**src/rtl/sc_udc_accum_pkg.sv**
```systemverilog
// sc_pkg: shared stochastic-compute types and limits.
// Holds the UDC FSM state type, the default widths, and the clamp helpers.
package sc_pkg;

  typedef enum logic [1:0] {
    IDLE  = 2'd0,
    COUNT = 2'd1,
    DRAIN = 2'd2
  } udc_state_e;

  localparam int SC_ACC_W   = 8;
  localparam int SC_OUT_W   = 4;
  localparam int SC_ACC_MAX = 2**(SC_ACC_W-1) - 1;
  localparam int SC_ACC_MIN = -(2**(SC_ACC_W-1));

  function automatic int sc_clamp(
    input int v,
    input int lo,
    input int hi
  );
    if (v > hi) return hi;
    if (v < lo) return lo;
    return v;
  endfunction

  function automatic logic sc_clip(
    input int v,
    input int lo,
    input int hi
  );
    return (v > hi) || (v < lo);
  endfunction

endpackage

```
**src/rtl/sc_udc_accum_lane.sv**
```systemverilog
// sc_sat_udc_lane: one saturating signed up/down counter.
// Ports: clk/rst (async high), en (count), clr (start from 0),
// sn_bit (1=+1, 0=-1), acc (signed count), sat (sticky saturation).
module sc_sat_udc_lane
  import sc_pkg::*;
#(
  parameter int ACC_W = SC_ACC_W
) (
  input  logic                    clk,
  input  logic                    rst,
  input  logic                    en,
  input  logic                    clr,
  input  logic                    sn_bit,
  output logic signed [ACC_W-1:0] acc,
  output logic                    sat
);

  localparam logic signed [ACC_W-1:0] AMAX =
    {1'b0, {(ACC_W-1){1'b1}}};
  localparam logic signed [ACC_W-1:0] AMIN =
    {1'b1, {(ACC_W-1){1'b0}}};
  localparam logic signed [ACC_W-1:0] ONE =
    ACC_W'(1);

  logic signed [ACC_W-1:0] base;
  logic                    hit;
  logic                    sat_base;

  // clr replaces the old count with 0 in the same cycle
  // as the first bit, so the entry cycle still counts.
  always_comb begin
    base     = clr ? '0 : acc;
    sat_base = clr ? 1'b0 : sat;
    hit      = sn_bit ? (base == AMAX) : (base == AMIN);
  end

  always_ff @(posedge clk or posedge rst) begin
    if (rst) begin
      acc <= '0;
      sat <= 1'b0;
    end else if (en) begin
      if (hit)
        acc <= base;
      else if (sn_bit)
        acc <= base + ONE;
      else
        acc <= base - ONE;
      sat <= sat_base | hit;
    end
  end

endmodule

```
**src/rtl/sc_udc_accum.sv**
```systemverilog
// sc_udc_accum: per-lane SN up/down integrator with clamped valid/ready output.
// In: i_clk_udc, i_rst_udc, i_start_udc, i_clr_udc, i_sn_bit_udc, i_ready_udc.
// Out: o_valid_udc, o_busy_udc, o_acc_udc, o_sat_udc, o_ovr_udc.
module sc_udc_accum
  import sc_pkg::*;
#(
  parameter int LANES = 4,
  parameter int ACC_W = SC_ACC_W,
  parameter int OUT_W = SC_OUT_W
) (
  input  logic                   i_clk_udc,
  input  logic                   i_rst_udc,
  input  logic                   i_start_udc,
  input  logic                   i_clr_udc,
  input  logic [LANES-1:0]       i_sn_bit_udc,
  input  logic                   i_ready_udc,
  output logic                   o_valid_udc,
  output logic                   o_busy_udc,
  output logic [LANES*OUT_W-1:0] o_acc_udc,
  output logic [LANES-1:0]       o_sat_udc,
  output logic                   o_ovr_udc
);

  localparam int OMAX = 2**(OUT_W-1) - 1;
  localparam int OMIN = -(2**(OUT_W-1));

  udc_state_e state;

  logic signed [ACC_W-1:0] acc [LANES];
  logic [LANES-1:0]        lane_sat;
  logic [LANES-1:0]        clip;
  logic [LANES-1:0]        csat;
  logic [LANES-1:0]        sat_q;
  logic [LANES*OUT_W-1:0]  acc_d;
  logic [LANES*OUT_W-1:0]  acc_q;
  logic                    valid_q;
  logic                    ovr_q;
  logic                    cnt_en;
  logic                    cnt_clr;

  // Bits arriving in DRAIN are dropped; they only flag overrun.
  assign cnt_en  = i_start_udc && (state != DRAIN);
  assign cnt_clr = (state == IDLE) && i_clr_udc;

  for (genvar k = 0; k < LANES; k++) begin : g_lane
    sc_sat_udc_lane #(
      .ACC_W (ACC_W)
    ) u_lane (
      .clk    (i_clk_udc),
      .rst    (i_rst_udc),
      .en     (cnt_en),
      .clr    (cnt_clr),
      .sn_bit (i_sn_bit_udc[k]),
      .acc    (acc[k]),
      .sat    (lane_sat[k])
    );
  end

  always_comb begin
    acc_d = '0;
    clip  = '0;
    for (int k = 0; k < LANES; k++) begin
      acc_d[k*OUT_W +: OUT_W] =
        OUT_W'(sc_clamp(int'(acc[k]), OMIN, OMAX));
      clip[k] = sc_clip(int'(acc[k]), OMIN, OMAX);
    end
  end

  // csat remembers output-clamp hits so that, like the
  // counter flags, they survive windows chained without clr.
  always_ff @(posedge i_clk_udc or posedge i_rst_udc) begin
    if (i_rst_udc) begin
      state   <= IDLE;
      acc_q   <= '0;
      sat_q   <= '0;
      csat    <= '0;
      valid_q <= 1'b0;
      ovr_q   <= 1'b0;
    end else begin
      unique case (state)
        IDLE: begin
          if (i_start_udc) begin
            state <= COUNT;
            if (i_clr_udc)
              csat <= '0;
          end
        end
        COUNT: begin
          if (!i_start_udc) begin
            state   <= DRAIN;
            acc_q   <= acc_d;
            sat_q   <= lane_sat | csat | clip;
            csat    <= csat | clip;
            valid_q <= 1'b1;
          end
        end
        DRAIN: begin
          if (i_start_udc)
            ovr_q <= 1'b1;
          if (i_ready_udc) begin
            valid_q <= 1'b0;
            state   <= IDLE;
          end
        end
        default: state <= IDLE;
      endcase
    end
  end

  assign o_valid_udc = valid_q;
  assign o_busy_udc  = (state != IDLE);
  assign o_acc_udc   = acc_q;
  assign o_sat_udc   = sat_q;
  assign o_ovr_udc   = ovr_q;

endmodule

```
**config.mk**
```make
export PLATFORM = sky130hd
export DESIGN_NAME = sc_udc_accum
export DESIGN_NICKNAME = d
export VERILOG_FILES = /design/src/rtl/sc_udc_accum_pkg.sv /design/src/rtl/sc_udc_accum_lane.sv /design/src/rtl/sc_udc_accum.sv
export SDC_FILE = /design/constraint.sdc
export NUM_CORES = 1
export LEC_CHECK = 0
export BUFFER_PORTS_ARGS = -buffer_cell sky130_fd_sc_hd__buf_4
export CELL_PAD_IN_SITES_DETAIL_PLACEMENT = 1
export CELL_PAD_IN_SITES_GLOBAL_PLACEMENT = 2
export CORE_AREA = 2 2 112 103
export CTS_CLUSTER_DIAMETER = 150
export DETAILED_ROUTE_END_ITERATION = 7
export DIE_AREA = 0 0 114 105
export GPL_TIMING_DRIVEN = 0
export PLACE_DENSITY_LB_ADDON = 0.1
export SETUP_SLACK_MARGIN = 0.2
export SLEW_MARGIN = 20
export SYNTH_ARGS = -nofsm -noshare
export SYNTH_HDL_FRONTEND = slang
export SYNTH_SLANG_ARGS = --single-unit
```
**constraint.sdc**
```tcl
create_clock -name i_clk_udc -period 8.36 [get_ports i_clk_udc]
set_input_delay 1.672 -clock i_clk_udc [delete_from_list [all_inputs] [get_ports i_clk_udc]]
set_output_delay 1.672 -clock i_clk_udc [all_outputs]
set_load 0.1 [all_outputs]
```
=== Word-level counts from Yosys, hierarchy flattened ===
Cells that the tools add are included.

* Register bits: 64
* Word-level logic and storage cells: 127
* Output and inout bits: 23

* Reductions and logical operators: 15
* Add/subtract/negate cells: 8
* Bitwise gates (word level): 8
* Eq/ne operators: 15
* Order comparisons: 8
* Multiplexer cells: 59

{| class="wikitable"
|+ Operator list
! operator !! count
|-
| $mux 8 || 12
|-
| $eq 8x8->1 const B || 8
|-
| $mux 4 || 15
|-
| $add 8x2->8 const B || 4
|-
| $gt 8x4->1 const B || 4
|-
| $lt 8x4->1 const B || 4
|-
| $sub 8x2->8 const B || 4
|-
| $mux 1 || 22
|-
| $mux 3 || 4
|-
| $or 4x4->4 || 3
|-
| $ne 2x2->1 const B || 5
|-
| $pmux 4 s2 || 1
|-
| $mux 2 || 3
|-
| $pmux 2 s3 || 1
|-
| $reduce_and 3->1 || 2
|-
| $reduce_bool 2->1 || 3
|-
| $logic_or 1x1->1 || 4
|-
| $or 1x1->1 || 4
|-
| $reduce_and 2->1 || 2
|-
| $reduce_and 4->1 || 1
|-
| $eq 2x1->1 const B || 1
|-
| $eq 2x2->1 const B || 1
|-
| $logic_and 1x1->1 || 2
|-
| $logic_not 2->1 || 1
|-
| other kinds (2) || 2
|}

=== Depth between registers and ports, before layout ===
Gate-level depths: netlist of run 1.

* Depth after elaboration: 6
* Depth in mapped cells: 11
* Mapped depth without buffers: 8

=== Hierarchy ===
Synthesis of run 1 repeated with hierarchy kept, for this count alone.

* Cells, all modules: 473
* Area, all modules: 4406.7 sq um

{| class="wikitable"
|+ Modules (own cells, without submodules)
! module !! cells an instance !! times used !! area each (sq um)
|-
| sc_sat_udc_lane (g_lane[0].u_lane ...) || 84 || 3 || 750.7
|-
| sc_udc_accum || 126 || 1 || 1340.0
|-
| sc_sat_udc_lane (g_lane[2].u_lane) || 95 || 1 || 814.5
|}

=== Worst setup path after synthesis of run 1 ===
Ideal clock, no wire load.

* Kind: input to register
* Start point: in i_clr_udc
* End point: reg g_lane[1].u_lane.acc[7]
* Slack: 4.317 ns
* Buffers on the path: 3
* Stages on the path: 11
* Data required time: 8.212 ns
* Arrival time: 3.895 ns
* Setup time: 0.148 ns
* Cells stage by stage: or3b_1 buf_6 clkbuf_1 and2_1 ha_1 clkbuf_1 a211oi_1 nor2_1 a2111oi_0 or3_1 o221ai_1

* Word-level cells in the longest chain between the ends: 5

{| class="wikitable"
|+ RTL lines
! element !! line !! source
|-
| start: declaration || sc_udc_accum.sv:14 || <nowiki>input logic i_clr_udc,</nowiki>
|-
| $logic_and 1x1->1 (*) || sc_udc_accum.sv:43 || <nowiki>assign cnt_clr = (state == IDLE) && i_clr_udc;</nowiki>
|-
| $mux 8 (*) || sc_udc_accum_lane.sv:32 || <nowiki>base = clr ? '0 : acc;</nowiki>
|-
| $sub 8x2->8, or another cell as far along || sc_udc_accum_lane.sv:47 || <nowiki>acc <= base - ONE;</nowiki>
|-
| $mux 8 / $mux 1 (equally long branches) || sc_udc_accum_lane.sv:44, sc_udc_accum_lane.sv:34 ||
|-
| $mux 8 (*) || sc_udc_accum_lane.sv:42 || <nowiki>if (hit)</nowiki>
|-
| end signal: assignment || sc_udc_accum_lane.sv:43 || <nowiki>acc <= base;</nowiki>
|-
| end signal: assignment || sc_udc_accum_lane.sv:45 || <nowiki>acc <= base + ONE;</nowiki>
|-
| end signal: assignment || sc_udc_accum_lane.sv:47 ||
|-
| end: declaration || sc_udc_accum_lane.sv:14 || <nowiki>output logic signed [ACC_W-1:0] acc,</nowiki>
|}

Mark *: on every way between the ends. The rest lies on a longest branch, timed or not.
A chain may end at the register's enable or synchronous reset.

=== Final worst setup path of run 1 ===
* Start point: in i_clr_udc
* End point: reg g_lane[0].u_lane.acc[7]

* Word-level cells in the longest chain between the ends: 5

{| class="wikitable"
|+ RTL lines
! element !! line
|-
| $logic_and 1x1->1 (*) || sc_udc_accum.sv:43
|-
| $mux 8 (*) || sc_udc_accum_lane.sv:32
|-
| $sub 8x2->8, or another cell as far along || sc_udc_accum_lane.sv:47
|-
| $mux 8 / $mux 1 (equally long branches) || sc_udc_accum_lane.sv:44, sc_udc_accum_lane.sv:34
|-
| $mux 8 (*) || sc_udc_accum_lane.sv:42
|-
| end signal: assignment || sc_udc_accum_lane.sv:43
|-
| end signal: assignment || sc_udc_accum_lane.sv:45
|-
| end signal: assignment || sc_udc_accum_lane.sv:47
|-
| end: declaration || sc_udc_accum_lane.sv:14
|}

Marked as above.

==> impl_results.rst, run 1 <==
.. list-table::
   :header-rows: 1

   * - Metric
     - Value
   * - Residual antenna-violating net count after detailed routing
     - 0
   * - CP Cell Sequence
     - buf_4 > or3b_1 > buf_6 > clkbuf_1 > and2_1 > ha_1 > and4_1 > o2111a_1 > a21oi_2 > o21ai_0 > a211oi_1
   * - Cell Area, Synth
     - 4116 um^2
   * - Number of sinks driven by the clock tree
     - 64
   * - Number of distinct library cell variants in the gate-level netlist after synthesis
     - 50
   * - Start of the worst register-to-register path
     - state[0]
   * - CORE AREA
     - 10720 um^2
   * - Worst Hold Launch
     - o_acc_udc[13]
   * - Total nets after synthesis
     - 480
   * - Hold path endpoint
     - o_acc_udc[13]
   * - Clock latency on the worst-skew pair
     - 0.33 ns
   * - Data required time of the worst path
     - 8.60 ns
   * - EDFF count, synth
     - 0
   * - Endpoint of the worst register-to-register path
     - g_lane[0].u_lane.acc[7]
   * - Via count of the first global-routing pass
     - 3630
   * - Warnings from Yosys
     - 0
   * - Number of antenna violations at the first check in global routing
     - 0
   * - Cell accounting for the most synthesized area
     - sky130_fd_sc_hd__dfrtp_1
   * - Leading post-synthesis cells by cell area
     - sky130_fd_sc_hd__dfrtp_1, sky130_fd_sc_hd__ha_1, sky130_fd_sc_hd__o21ai_0
   * - Average routed wire per standard cell
     - 17.57 um
   * - Port bufs
     - 31
   * - Die boundary height
     - 105 um
   * - Aggregate global routing overflow
     - 0
   * - TritonCTS clock tree
     - yes
   * - Highest achievable clock rate
     - 230.1 MHz
   * - Number of endpoints with negative hold slack in the final report
     - 0
   * - Clk slew on worst S/H paths
     - 0.05 ns
   * - Synth Register Bits
     - 64
   * - Longest individual stage delay on the worst path
     - 0.50 ns
   * - Total number of placement rows
     - 36
   * - Count of buffer and inverter cells on the critical path
     - 3
   * - Total wire length after detailed routing
     - 10.93 mm
   * - Post-CTS Resized
     - 0
   * - Slew Viols, Final
     - 0
   * - Worst hold path class
     - register to register
   * - Max-slew headroom
     - 47.04%
   * - Area overhead of the layout relative to synthesis
     - 17.08%
   * - Top post-synthesis cells by count
     - sky130_fd_sc_hd__dfrtp_1, sky130_fd_sc_hd__o21ai_0, sky130_fd_sc_hd__nand2_1
   * - Count of H-tree levels built during CTS
     - 3
   * - Drt first pass iters
     - 6
   * - Maximum count of clock buffers along a single path
     - 2
   * - Critical Path Fanout Max
     - 10
   * - Wire length of the first global-routing pass
     - 18.66 mm
   * - Total Power Consumption
     - 2.128 mW
   * - Global Route met3 Usage
     - 4.292%
   * - GR met1 Demand/Resource
     - 26.55%
   * - Layer with the highest usage after global routing
     - met2
   * - Horiz. Die Dim
     - 114 um
   * - All-Layer GR Usage
     - 19.68%
   * - Async set or reset register ratio after synthesis
     - 100.0%
   * - Post-route setup TNS
     - 0 ns
   * - Hold bufs inserted after CTS
     - 0
   * - Worst path slowest cell
     - sky130_fd_sc_hd__a21oi_2
   * - DRC violations left
     - 0
   * - Number of fill cells
     - 1232
   * - Most used flip-flop cell after synthesis
     - sky130_fd_sc_hd__dfrtp_1
   * - Count leader, synth
     - sky130_fd_sc_hd__dfrtp_1
   * - Arrival time reported for the critical path endpoint
     - 4.58 ns
   * - Crit path capture type
     - register
   * - Number of diodes added for antenna fixing
     - 0
   * - Unrepaired setup endpoints after global routing
     - false
   * - Depth of the worst hold-timing path
     - 2
   * - Starting utilization of the core area
     - 38.40%
   * - Share of cells above drive strength 1
     - 15.54%
   * - Final design utilization
     - 44.96%
   * - Total power density per cell area
     - 441.5 nW/um^2
   * - GP Congestion
     - 0.7677
   * - Count of endpoints failing setup in the final report
     - 0
   * - Violation count after the first detailed-routing iteration
     - 92
   * - Post-layout nets
     - 523
   * - Postcts setup bufs
     - 0
   * - Mapped Cells
     - 443
   * - Transition time at the pin with the least slew margin
     - 0.7914 ns
   * - Max-cap violations
     - 0
   * - Worst Reg2Reg Path Length in Cells
     - 10
   * - Leakage component of the power
     - 2.137 nW
   * - Avg Vias per Cell
     - 5.474
   * - Part of the Yosys area used for sequential elements
     - 38.91%
   * - Top delay family on crit path
     - compound AO/OA/AOI/OAI gates
   * - Pin count of the biggest net entering global routing
     - 47
   * - Outcome
     - complete, no violations
   * - Clock root buffer
     - sky130_fd_sc_hd__clkbuf_16
   * - Final worst-path cycle share
     - 51.99%
   * - Kind of critical path
     - input pin to register
   * - R2R Setup Slk
     - 4.91 ns
   * - Detailed Place HPWL
     - 8.135 mm
   * - Total number of vias
     - 3405
   * - Max IR drop VDD
     - 0.2318 mV
   * - Post-route minimum period
     - 4.347 ns
   * - Crit path launch type
     - input pin
   * - Post-synth top area share
     - 38.91%
   * - Average footprint of a synthesized cell
     - 9.292 um^2
   * - Total die area
     - 11970 um^2
   * - Total clock buffers created by CTS
     - 9
   * - Worst clock skew
     - 0.005890 ns
   * - Met2 layer usage reported by global route
     - 32.23%
   * - Top Ports
     - 32
worst register-to-register path, delay by kind of cell (launching register included):
kind                       cells  cell delay [ns]
and+or+nand+nor                3             0.95
buffers and inverters          2             0.46
DFF                            1             0.46
adders and majority gates      1             0.34
AOI/OAI and AO/OA              4             1.15
worst max path at each step:
stage,startpoint,endpoint,slack (ns),cells after the start
2_1_floorplan,i_clr_udc,g_lane[1].u_lane.acc[7],4.32,11
3_3_place_gp,i_clr_udc,g_lane[1].u_lane.acc[7],3.72,12
3_5_place_dp,i_clr_udc,g_lane[0].u_lane.acc[7],3.64,11
4_1_cts,i_clr_udc,g_lane[0].u_lane.acc[7],3.98,11
5_1_grt,i_clr_udc,g_lane[1].u_lane.acc[7],3.74,12
6_report,i_clr_udc,g_lane[0].u_lane.acc[7],4.01,11
registers in the layout (all words and copies together), names as in the netlist:
register and cells:
g_lane.u_lane.acc 32, o_acc_udc 16, csat 4, g_lane.u_lane.sat 4, o_sat_udc 4, state 2
o_ovr_udc 1, o_valid_udc 1
cell type report:
class                           instances  area (um^2)  share of cell area (%)
Buffer                                  9        41.29                  0.8567
Tap cell                              133        166.4                   3.453
Clock buffer                           14        274.0                   5.685
Timing Repair Buffer                   32        260.3                   5.400
Inverter                               19        73.82                   1.532
Sequential cell                        64         1602                   33.23
Multi-Input combinational cell        351         2402                   49.84
through the flow:
step	std cells	area (um^2)	worst slack [ns]	hold WS, ns
after global routing	622	4820	3.743	0.5064
after CTS	622	4820	3.978	0.4843
final	622	4820	4.013	0.4810
after floorplan	443	4116	4.317	0.4511
after global placement	607	4516	3.720	0.4658
after detailed placement	608	4546	3.640	0.4732
layout by cell type, fill, tap and decap left out, types with 4 or more instances in the layout:
cell type	count
sky130_fd_sc_hd__a211oi_1	7
sky130_fd_sc_hd__a21o_1	6
sky130_fd_sc_hd__a21oi_1	31
sky130_fd_sc_hd__and2_1	32
sky130_fd_sc_hd__buf_4	31
sky130_fd_sc_hd__clkbuf_1	10
sky130_fd_sc_hd__clkbuf_16	9
sky130_fd_sc_hd__dfrtp_1	64
sky130_fd_sc_hd__fa_1	4
sky130_fd_sc_hd__ha_1	24
sky130_fd_sc_hd__inv_1	18
sky130_fd_sc_hd__mux2_2	18
sky130_fd_sc_hd__nand2_1	46
sky130_fd_sc_hd__nand3_1	7
sky130_fd_sc_hd__nand3b_1	6
sky130_fd_sc_hd__nand4_1	8
sky130_fd_sc_hd__nor2_1	29
sky130_fd_sc_hd__nor3_1	12
sky130_fd_sc_hd__nor4_1	4
sky130_fd_sc_hd__o211ai_1	4
sky130_fd_sc_hd__o21ai_0	47
sky130_fd_sc_hd__xnor2_1	14
sky130_fd_sc_hd__xor2_1	6
power by group:
part	internal, mW	switching, mW
Combinational	0.411	0.791
Clock	0.222	0.129
Sequential	0.452	0.124
metal layers:
metal / wire length [um] / up-vias
li1: - / 1680
met1: 5152 / 1671
met2: 5324 / 41
met3: 338 / 13
met4: 113 / 0
met5: 0 / -
logic make-up (layout without fill, tap and decap cells):
family | Yosys count | count (layout) | share of synthesized area [%]
and+or+nand+nor | 165 | 165 | 21.00
AOI/OAI and AO/OA | 117 | 117 | 18.21
DFF | 64 | 64 | 38.91
adders and majority gates | 28 | 28 | 9.240
buffers and inverters | 28 | 74 | 2.736
muxes | 21 | 21 | 5.653
xor gates and xnor gates | 20 | 20 | 4.255
No activity file was read; power rests on OpenSTA's default activity.
==> run 2: changes to the inputs <==
Settings changed: ABC_AREA set to 1, CORE_AREA 2 2 112 103 to 2 2 123 113, DIE_AREA 0 0 114 105 to 0 0 125 115.
Clock period 8.36 ns to 4.5 ns, I/O delays scaled along.
==> run 2 against run 1 <==
- sequential cell count unchanged
- combinational power up 99%
- power up 98%
- critical path type unchanged
- clock skew up 0.0038 ns
- synthesized area up 12%
- critical path depth up 1
- non-clock buffer count up 3
- first-iteration DRC count up 43%
- global-route usage up 0.34 points
- largest cell class unchanged
- cell count up 33%
==> impl_results.rst, run 2 <==
.. list-table::
   :header-rows: 1

   * - Metric
     - Value
   * - Total wire length after detailed routing
     - 13.70 mm
   * - Maximum count of clock buffers along a single path
     - 2
   * - Leakage component of the power
     - 2.899 nW
   * - Leading post-synthesis cells by cell area
     - sky130_fd_sc_hd__dfrtp_1, sky130_fd_sc_hd__nand2_1, sky130_fd_sc_hd__nor2_1
   * - Residual antenna-violating net count after detailed routing
     - 0
   * - Max-cap violations
     - 0
   * - Worst path slowest cell
     - sky130_fd_sc_hd__nor3_4
   * - Final worst-path cycle share
     - 63.11%
   * - Mux cell area share after synthesis
     - 0.2170%
   * - Part of the Yosys area used for sequential elements
     - 34.73%
   * - Main combinational cell family by area after synthesis
     - simple AND/OR/NAND/NOR gates
   * - Synth Register Bits
     - 64
   * - Number of distinct library cell variants in the gate-level netlist after synthesis
     - 38
   * - Complex-gate fraction of the synthesized area
     - 8.790%
   * - Post-layout worst setup margin
     - 1.660 ns
   * - TritonCTS clock tree
     - yes
   * - Pin count of the biggest net entering global routing
     - 46
   * - Number of endpoints with negative hold slack in the final report
     - 0
   * - Horiz. Die Dim
     - 125 um
   * - Data required time of the worst path
     - 4.77 ns
   * - Area overhead of the layout relative to synthesis
     - 17.09%
   * - Violation count after the first detailed-routing iteration
     - 132
   * - Clock latency on the worst-skew pair
     - 0.34 ns
   * - Drt first pass iters
     - 4
   * - Post-synth top area share
     - 34.73%
   * - EDFF count, synth
     - 0
   * - Crit path capture type
     - register
   * - Wire length of the first global-routing pass
     - 22.64 mm
   * - Portion of total power attributed to sequential cells
     - 25.1%
   * - Highest achievable clock rate
     - 352.1 MHz
   * - Port bufs
     - 31
   * - CORE AREA
     - 13110 um^2
   * - Count leader, synth
     - sky130_fd_sc_hd__nand2_1
   * - Placed cells
     - 814
   * - Unrepaired setup endpoints after global routing
     - false
   * - Total number of placement rows
     - 40
   * - Post-CTS Resized
     - 0
   * - Adder-cell area share of the yosys netlist
     - 8.247%
   * - Total power density per cell area
     - 779.0 nW/um^2
   * - Outcome
     - complete, no violations
   * - Count of buffer and inverter cells on the critical path
     - 3
   * - Register with the highest flop count
     - g_lane.u_lane.acc
   * - Share of cells above drive strength 1
     - 14.95%
   * - Area occupied by multi-input gates
     - 2655 um^2
   * - Post-route setup TNS
     - 0 ns
   * - Count of endpoints failing setup in the final report
     - 0
   * - GP Congestion
     - 0.8152
   * - Total die area
     - 14380 um^2
   * - Top post-synthesis cells by count
     - sky130_fd_sc_hd__nand2_1, sky130_fd_sc_hd__nor2_1, sky130_fd_sc_hd__inv_1
   * - Via count of the first global-routing pass
     - 4305
   * - Worst hold path class
     - register to register
   * - Post-route minimum period
     - 2.840 ns
   * - Postcts setup bufs
     - 0
   * - Number of antenna violations at the first check in global routing
     - 0
   * - Number of logic stages on the critical path including buffering
     - 12
   * - Clock root buffer
     - sky130_fd_sc_hd__clkbuf_16
   * - CP Cell Sequence
     - buf_4 > nand2_4 > inv_2 > buf_2 > nor2_1 > ha_1 > nand2_1 > nor3_4 > nand2_4 > nand3_1 > nand2_1 > nor2_1
   * - Largest register FFs
     - 32
   * - Worst Reg2Reg Path Length in Cells
     - 12
   * - Transition time at the pin with the least slew margin
     - 0.6613 ns
   * - Most used cells in the layout excluding fill and tap cells
     - sky130_fd_sc_hd__nand2_1, sky130_fd_sc_hd__nor2_1, sky130_fd_sc_hd__inv_1, sky130_fd_sc_hd__dfrtp_1, sky130_fd_sc_hd__nand3_1
   * - Dpl ws
     - 1.307 ns
   * - Total clock buffers created by CTS
     - 9
   * - Most used flip-flop cell after synthesis
     - sky130_fd_sc_hd__dfrtp_1
   * - Avg Vias per Cell
     - 4.917
   * - Count of H-tree levels built during CTS
     - 3
   * - DRC violations left
     - 0
   * - Number of fill cells
     - 1646
   * - Die boundary height
     - 115 um
   * - Combinational fraction of design power
     - 56.9%
   * - Non-filler cells, final
     - 830
   * - Top Ports
     - 32
   * - Async set or reset register ratio after synthesis
     - 100.0%
   * - Total nets after synthesis
     - 651
   * - Critical Path Fanout Max
     - 10
   * - Switching power share of the total
     - 51.75%
   * - Starting utilization of the core area
     - 35.17%
   * - Final design utilization
     - 41.18%
   * - Cell accounting for the most synthesized area
     - sky130_fd_sc_hd__dfrtp_1
   * - Aggregate global routing overflow
     - 0
   * - Hold bufs inserted after CTS
     - 0
   * - Post-layout nets
     - 694
   * - Kind of critical path
     - input pin to register
   * - Depth of the worst hold-timing path
     - 2
   * - Number of diodes added for antenna fixing
     - 0
   * - XOR/XNOR share of the synthesized area
     - 3.527%
   * - Simple-gate share of the synthesized area
     - 36.79%
   * - Clk slew on worst S/H paths
     - 0.05 ns
   * - All-Layer GR Usage
     - 20.02%
   * - Most frequent standard cell in the layout excluding fill and tap cells
     - sky130_fd_sc_hd__nand2_1
   * - Instance area at placement
     - 5085 um^2
   * - Worst clock skew
     - 0.009684 ns
   * - Power Internal
     - 2.030 mW
   * - Average footprint of a synthesized cell
     - 7.511 um^2
   * - Slew Viols, Final
     - 0
   * - Warnings from Yosys
     - 0
   * - Max-slew headroom
     - 55.91%
   * - Crit path launch type
     - input pin
   * - Power dissipated by switching net loads
     - 2.177 mW
   * - Final worst hold slack
     - 0.4784 ns
   * - Max IR drop VDD
     - 0.2840 mV
   * - Mapped Cells
     - 614
   * - Longest individual stage delay on the worst path
     - 0.40 ns
   * - Finished Cell Area
     - 5400 um^2
   * - Total Power Consumption
     - 4.207 mW
   * - Combined flip-flop and latch cell area
     - 1602 um^2
   * - Top delay family on crit path
     - simple AND/OR/NAND/NOR gates
   * - Clock Power Share
     - 18.0%
   * - Average routed wire per standard cell
     - 16.51 um
   * - Number of sinks driven by the clock tree
     - 64
   * - Total number of vias
     - 4081
   * - Detailed Place HPWL
     - 10.22 mm
   * - Arrival time reported for the critical path endpoint
     - 3.11 ns
   * - Cell Area, Synth
     - 4612 um^2
==> run 2: worst paths after layout <==
| kind | startpoint | end | slack, ns |
|---|---|---|---|
| worst max-delay path | i_clr_udc | g_lane[2].u_lane.acc[2] | 1.66 |
| worst min-delay path | o_acc_udc[13] | o_acc_udc[13] | 0.48 |
| worst max register to register | state[0] | g_lane[2].u_lane.acc[2] | 1.68 |
| worst min register to register | o_acc_udc[13] | o_acc_udc[13] | 0.48 |
| max in group asynchronous | i_rst_udc | o_acc_udc[7] | 3.45 |
| min in group asynchronous | i_rst_udc | state[1] | 0.52 |
==> run 2: worst register-to-register path: stages (launching register included) <==
cell                      delay, ns
sky130_fd_sc_hd__dfrtp_1       0.40
sky130_fd_sc_hd__nor2_2        0.20
sky130_fd_sc_hd__nand2_4       0.10
sky130_fd_sc_hd__inv_2         0.23
sky130_fd_sc_hd__buf_2         0.37
sky130_fd_sc_hd__nor2_1        0.11
sky130_fd_sc_hd__ha_1          0.37
sky130_fd_sc_hd__nand2_1       0.15
sky130_fd_sc_hd__nor3_4        0.40
sky130_fd_sc_hd__nand2_4       0.12
sky130_fd_sc_hd__nand3_1       0.12
sky130_fd_sc_hd__nand2_1       0.10
sky130_fd_sc_hd__nor2_1        0.09
==> run 2: routing by layer <==
| layer | share of wire, % | global-route usage (%) | wire (um) | up-vias |
|---|---|---|---|---|
| met4 | 0.72 | 4.889 | 99 | 0 |
| met5 | 0 | 0 | 0 | - |
| li1 | - | - | - | 2063 |
| met2 | 47 | 34.20 | 6482 | 51 |
| met1 | 49 | 26.79 | 6746 | 1959 |
| met3 | 2.7 | 3.350 | 374 | 8 |
==> run 2: area by class of cell <==
type / instances / share of cell area (%)
inverters: 71 / 4.981
flip-flops and latches: 64 / 29.66
plain buffers: 12 / 1.645
clock inverters: 3 / 1.205
repair buffers: 32 / 4.819
multi-input cells: 467 / 49.17
well taps: 168 / 3.892
clock buffers: 13 / 4.634
==> run 2: power groups by stage <==
stage               logic (mW)  registers [mW]  clock network [mW]
floorplan                 1.27            1.64                   0
global placement          2.35            1.06                   0
detailed placement        2.40            1.07                   0
CTS                       2.42            1.06               0.774
global route              2.65            1.10               0.794
finish                    2.39            1.06               0.757
==> run 2: logic make-up (layout without fill, tap and decap cells) <==
group | count (synthesis) | count (layout)
simple gates | 355 | 355
fa+ha+maj | 28 | 28
xor+xnor | 16 | 16
buf+inv | 83 | 131
compound gates | 67 | 67
flops | 64 | 64
mux | 1 | 1
==> run 3: changes to the inputs <==
Settings changed: CORE_AREA 2 2 123 113 to 2 2 130 119, DIE_AREA 0 0 125 115 to 0 0 132 121.
Clock period 4.5 ns to 2.4 ns, I/O delays scaled along.
==> run 3 against run 2 <==
- count of clock-buffer cells in the layout unchanged
- global-route usage shrank 0.35 points
- core utilization grew 1.9 points
- critical path depth increased by 1
- clock skew decreased by 0.00092 ns
- power rose by 110%
- sequential share of layout area shrank 4.1 points
- combinational power rose by 130%
==> impl_results.rst, run 3 (synthesis gave the netlist of run 2 again) <==
.. list-table::
   :header-rows: 1

   * - Metric
     - Value
   * - Max IR drop VDD
     - 0.6556 mV
   * - Post-route setup TNS
     - 0 ns
   * - Number of diodes added for antenna fixing
     - 0
   * - Port bufs
     - 31
   * - Maximum count of clock buffers along a single path
     - 2
   * - Power Internal
     - 4.280 mW
   * - Count of endpoints failing setup in the final report
     - 0
   * - Critical Path Fanout Max
     - 5
   * - Switching power share of the total
     - 51.40%
   * - TritonCTS clock tree
     - yes
   * - Violation count after the first detailed-routing iteration
     - 138
   * - Starting utilization of the core area
     - 31.68%
   * - Hold bufs inserted after CTS
     - 0
   * - Start of the worst register-to-register path
     - state[0]
   * - Most used cells in the layout excluding fill and tap cells
     - sky130_fd_sc_hd__nand2_1, sky130_fd_sc_hd__nor2_1, sky130_fd_sc_hd__buf_4, sky130_fd_sc_hd__dfrtp_1, sky130_fd_sc_hd__inv_1
   * - Aggregate global routing overflow
     - 0
   * - Placed cells
     - 844
   * - Count of H-tree levels built during CTS
     - 3
   * - Portion of total power attributed to sequential cells
     - 23.2%
   * - Leakage component of the power
     - 3.169 nW
   * - Clk slew on worst S/H paths
     - 0.06 ns
   * - Total die area
     - 15970 um^2
   * - Power dissipated by switching net loads
     - 4.527 mW
   * - DRC violations left
     - 0
   * - Total number of vias
     - 4398
   * - Combinational fraction of design power
     - 61.3%
   * - Worst hold path class
     - input pin to asynchronous set/reset pin
   * - Wire length of the first global-routing pass
     - 24.17 mm
   * - Transition time at the pin with the least slew margin
     - 0.7167 ns
   * - Total clock buffers created by CTS
     - 9
   * - Detailed Place HPWL
     - 10.61 mm
   * - Die boundary height
     - 121 um
   * - Clock root buffer
     - sky130_fd_sc_hd__clkbuf_16
   * - Drt first pass iters
     - 4
   * - Top Ports
     - 32
   * - Average routed wire per standard cell
     - 16.91 um
   * - Outcome
     - complete, no violations
   * - Non-filler cells, final
     - 902
   * - Final worst hold slack
     - 0.08138 ns
   * - Kind of critical path
     - register to register
   * - Largest register FFs
     - 32
   * - Number of antenna violations at the first check in global routing
     - 0
   * - Max-cap violations
     - 0
   * - Share of cells above drive strength 1
     - 29.69%
   * - Origin of the worst setup path
     - state[0]
   * - CORE AREA
     - 14560 um^2
   * - Worst clock skew
     - 0.008767 ns
   * - Pin count of the biggest net entering global routing
     - 50
   * - R2R Setup Slk
     - 0.14 ns
   * - Worst Reg2Reg Path Length in Cells
     - 13
   * - Avg Vias per Cell
     - 4.876
   * - Horiz. Die Dim
     - 132 um
   * - Data required time of the worst path
     - 2.63 ns
   * - Total number of placement rows
     - 42
   * - Crit path capture type
     - register
   * - Post-layout worst setup margin
     - 0.1416 ns
   * - Most frequent standard cell in the layout excluding fill and tap cells
     - sky130_fd_sc_hd__nand2_1
   * - Register with the highest flop count
     - g_lane.u_lane.acc
   * - Slew Viols, Final
     - 0
   * - Number of endpoints with negative hold slack in the final report
     - 0
   * - All-Layer GR Usage
     - 19.67%
   * - Number of sinks driven by the clock tree
     - 64
   * - Post-layout nets
     - 736
   * - GP Congestion
     - 0.7500
   * - Endpoint of the worst register-to-register path
     - g_lane[2].u_lane.acc[3]
   * - Residual antenna-violating net count after detailed routing
     - 0
   * - Area overhead of the layout relative to synthesis
     - 36.00%
   * - Dpl ws
     - -0.4653 ns
   * - Max-slew headroom
     - 52.22%
   * - Final worst-path cycle share
     - 94.10%
   * - Total wire length after detailed routing
     - 15.25 mm
   * - Clock Power Share
     - 15.5%
   * - Arrival time reported for the critical path endpoint
     - 2.49 ns
   * - Post-route minimum period
     - 2.258 ns
   * - Highest achievable clock rate
     - 442.8 MHz
   * - Crit path launch type
     - register
   * - Via count of the first global-routing pass
     - 4646
   * - Total power density per cell area
     - 1404 nW/um^2
   * - Clock latency on the worst-skew pair
     - 0.35 ns
   * - Unrepaired setup endpoints after global routing
     - true
[run 3: changes by cell type in the layout (fill, tap and decap cells not counted), sizes merged]
cell / previous run / this run
buf: 42 / 83
clkinv: 1 / 3
bufinv: 2 / 1
clkbuf: 15 / 16
inv: 71 / 70
[run 3: through the flow]
stage                     cell area [um^2]  power (mW)  util (%)
final                                 6272       8.807     43.09
after detailed placement              5122       6.543     35.19
after global placement                5092       6.419     34.98
after CTS                             5924       8.407     40.70
after global routing                  6272       9.446     43.09
after floorplan                       4612       5.450         -
[run 3: how the worst max path moves through the flow]
stage / slack [ns] / to / cells after the start
detailed placement: -0.47 / g_lane[2].u_lane.acc[6] / 12
CTS: 0.17 / g_lane[2].u_lane.acc[6] / 13
global route: 0.04 / g_lane[2].u_lane.acc[6] / 13
global placement: -0.80 / g_lane[1].u_lane.acc[7] / 2
floorplan: 0.22 / g_lane[1].u_lane.acc[2] / 12
finish: 0.14 / g_lane[2].u_lane.acc[3] / 13
[run 3: repair_timing]
item / 4_1_cts / 5_1_grt
resized for setup: 55 / 56
endpoints found under the setup margin: 36 / 36
buffers inserted: 24 / 16
cloned: 1 / 1
pin swaps: 23 / 44
[run 3: cell type report]
| class | count | area, um^2 |
|---|---|---|
| flip-flops and latches | 64 | 1602 |
| well taps | 198 | 247.7 |
| inverters | 71 | 289.0 |
| repair buffers | 74 | 641.9 |
| multi-input cells | 467 | 3079 |
| clock inverters | 3 | 40.04 |
| fillers | 1782 | 8284 |
| clock buffers | 13 | 260.3 |
| plain buffers | 12 | 112.6 |
[run 3: worst max-delay path, stage by stage, from the launching register on]
cell                      delay [ns]
sky130_fd_sc_hd__dfrtp_1        0.41
sky130_fd_sc_hd__nor2_4         0.17
sky130_fd_sc_hd__nand2_4        0.11
sky130_fd_sc_hd__buf_12         0.16
sky130_fd_sc_hd__buf_12         0.15
sky130_fd_sc_hd__nand2_8        0.06
sky130_fd_sc_hd__inv_4          0.04
sky130_fd_sc_hd__ha_4           0.27
sky130_fd_sc_hd__nand2_4        0.06
sky130_fd_sc_hd__nor3_4         0.31
sky130_fd_sc_hd__buf_6          0.16
sky130_fd_sc_hd__nand4_1        0.10
sky130_fd_sc_hd__nand2_1        0.09
sky130_fd_sc_hd__nor2_1         0.04
[run 3: per-layer routing]
metal  up-vias  track usage [%]  share of wire, %
met2        50            33.92                50
met1      2175            24.86                46
li1       2159                -                 -
met4         0            5.571               1.2
met5         -                0                 0
met3        14            4.344               3.0
[run 3: power groups by stage]
| stage | registers (mW) | clock network (mW) | logic [mW] |
|---|---|---|---|
| 2_1_floorplan | 3.08 | 0 | 2.37 |
| 3_3_place_gp | 1.99 | 0 | 4.43 |
| 3_5_place_dp | 2.01 | 0 | 4.54 |
| 4_1_cts | 2.01 | 1.39 | 5.01 |
| 5_1_grt | 2.12 | 1.44 | 5.89 |
| 6_report | 2.04 | 1.36 | 5.40 |
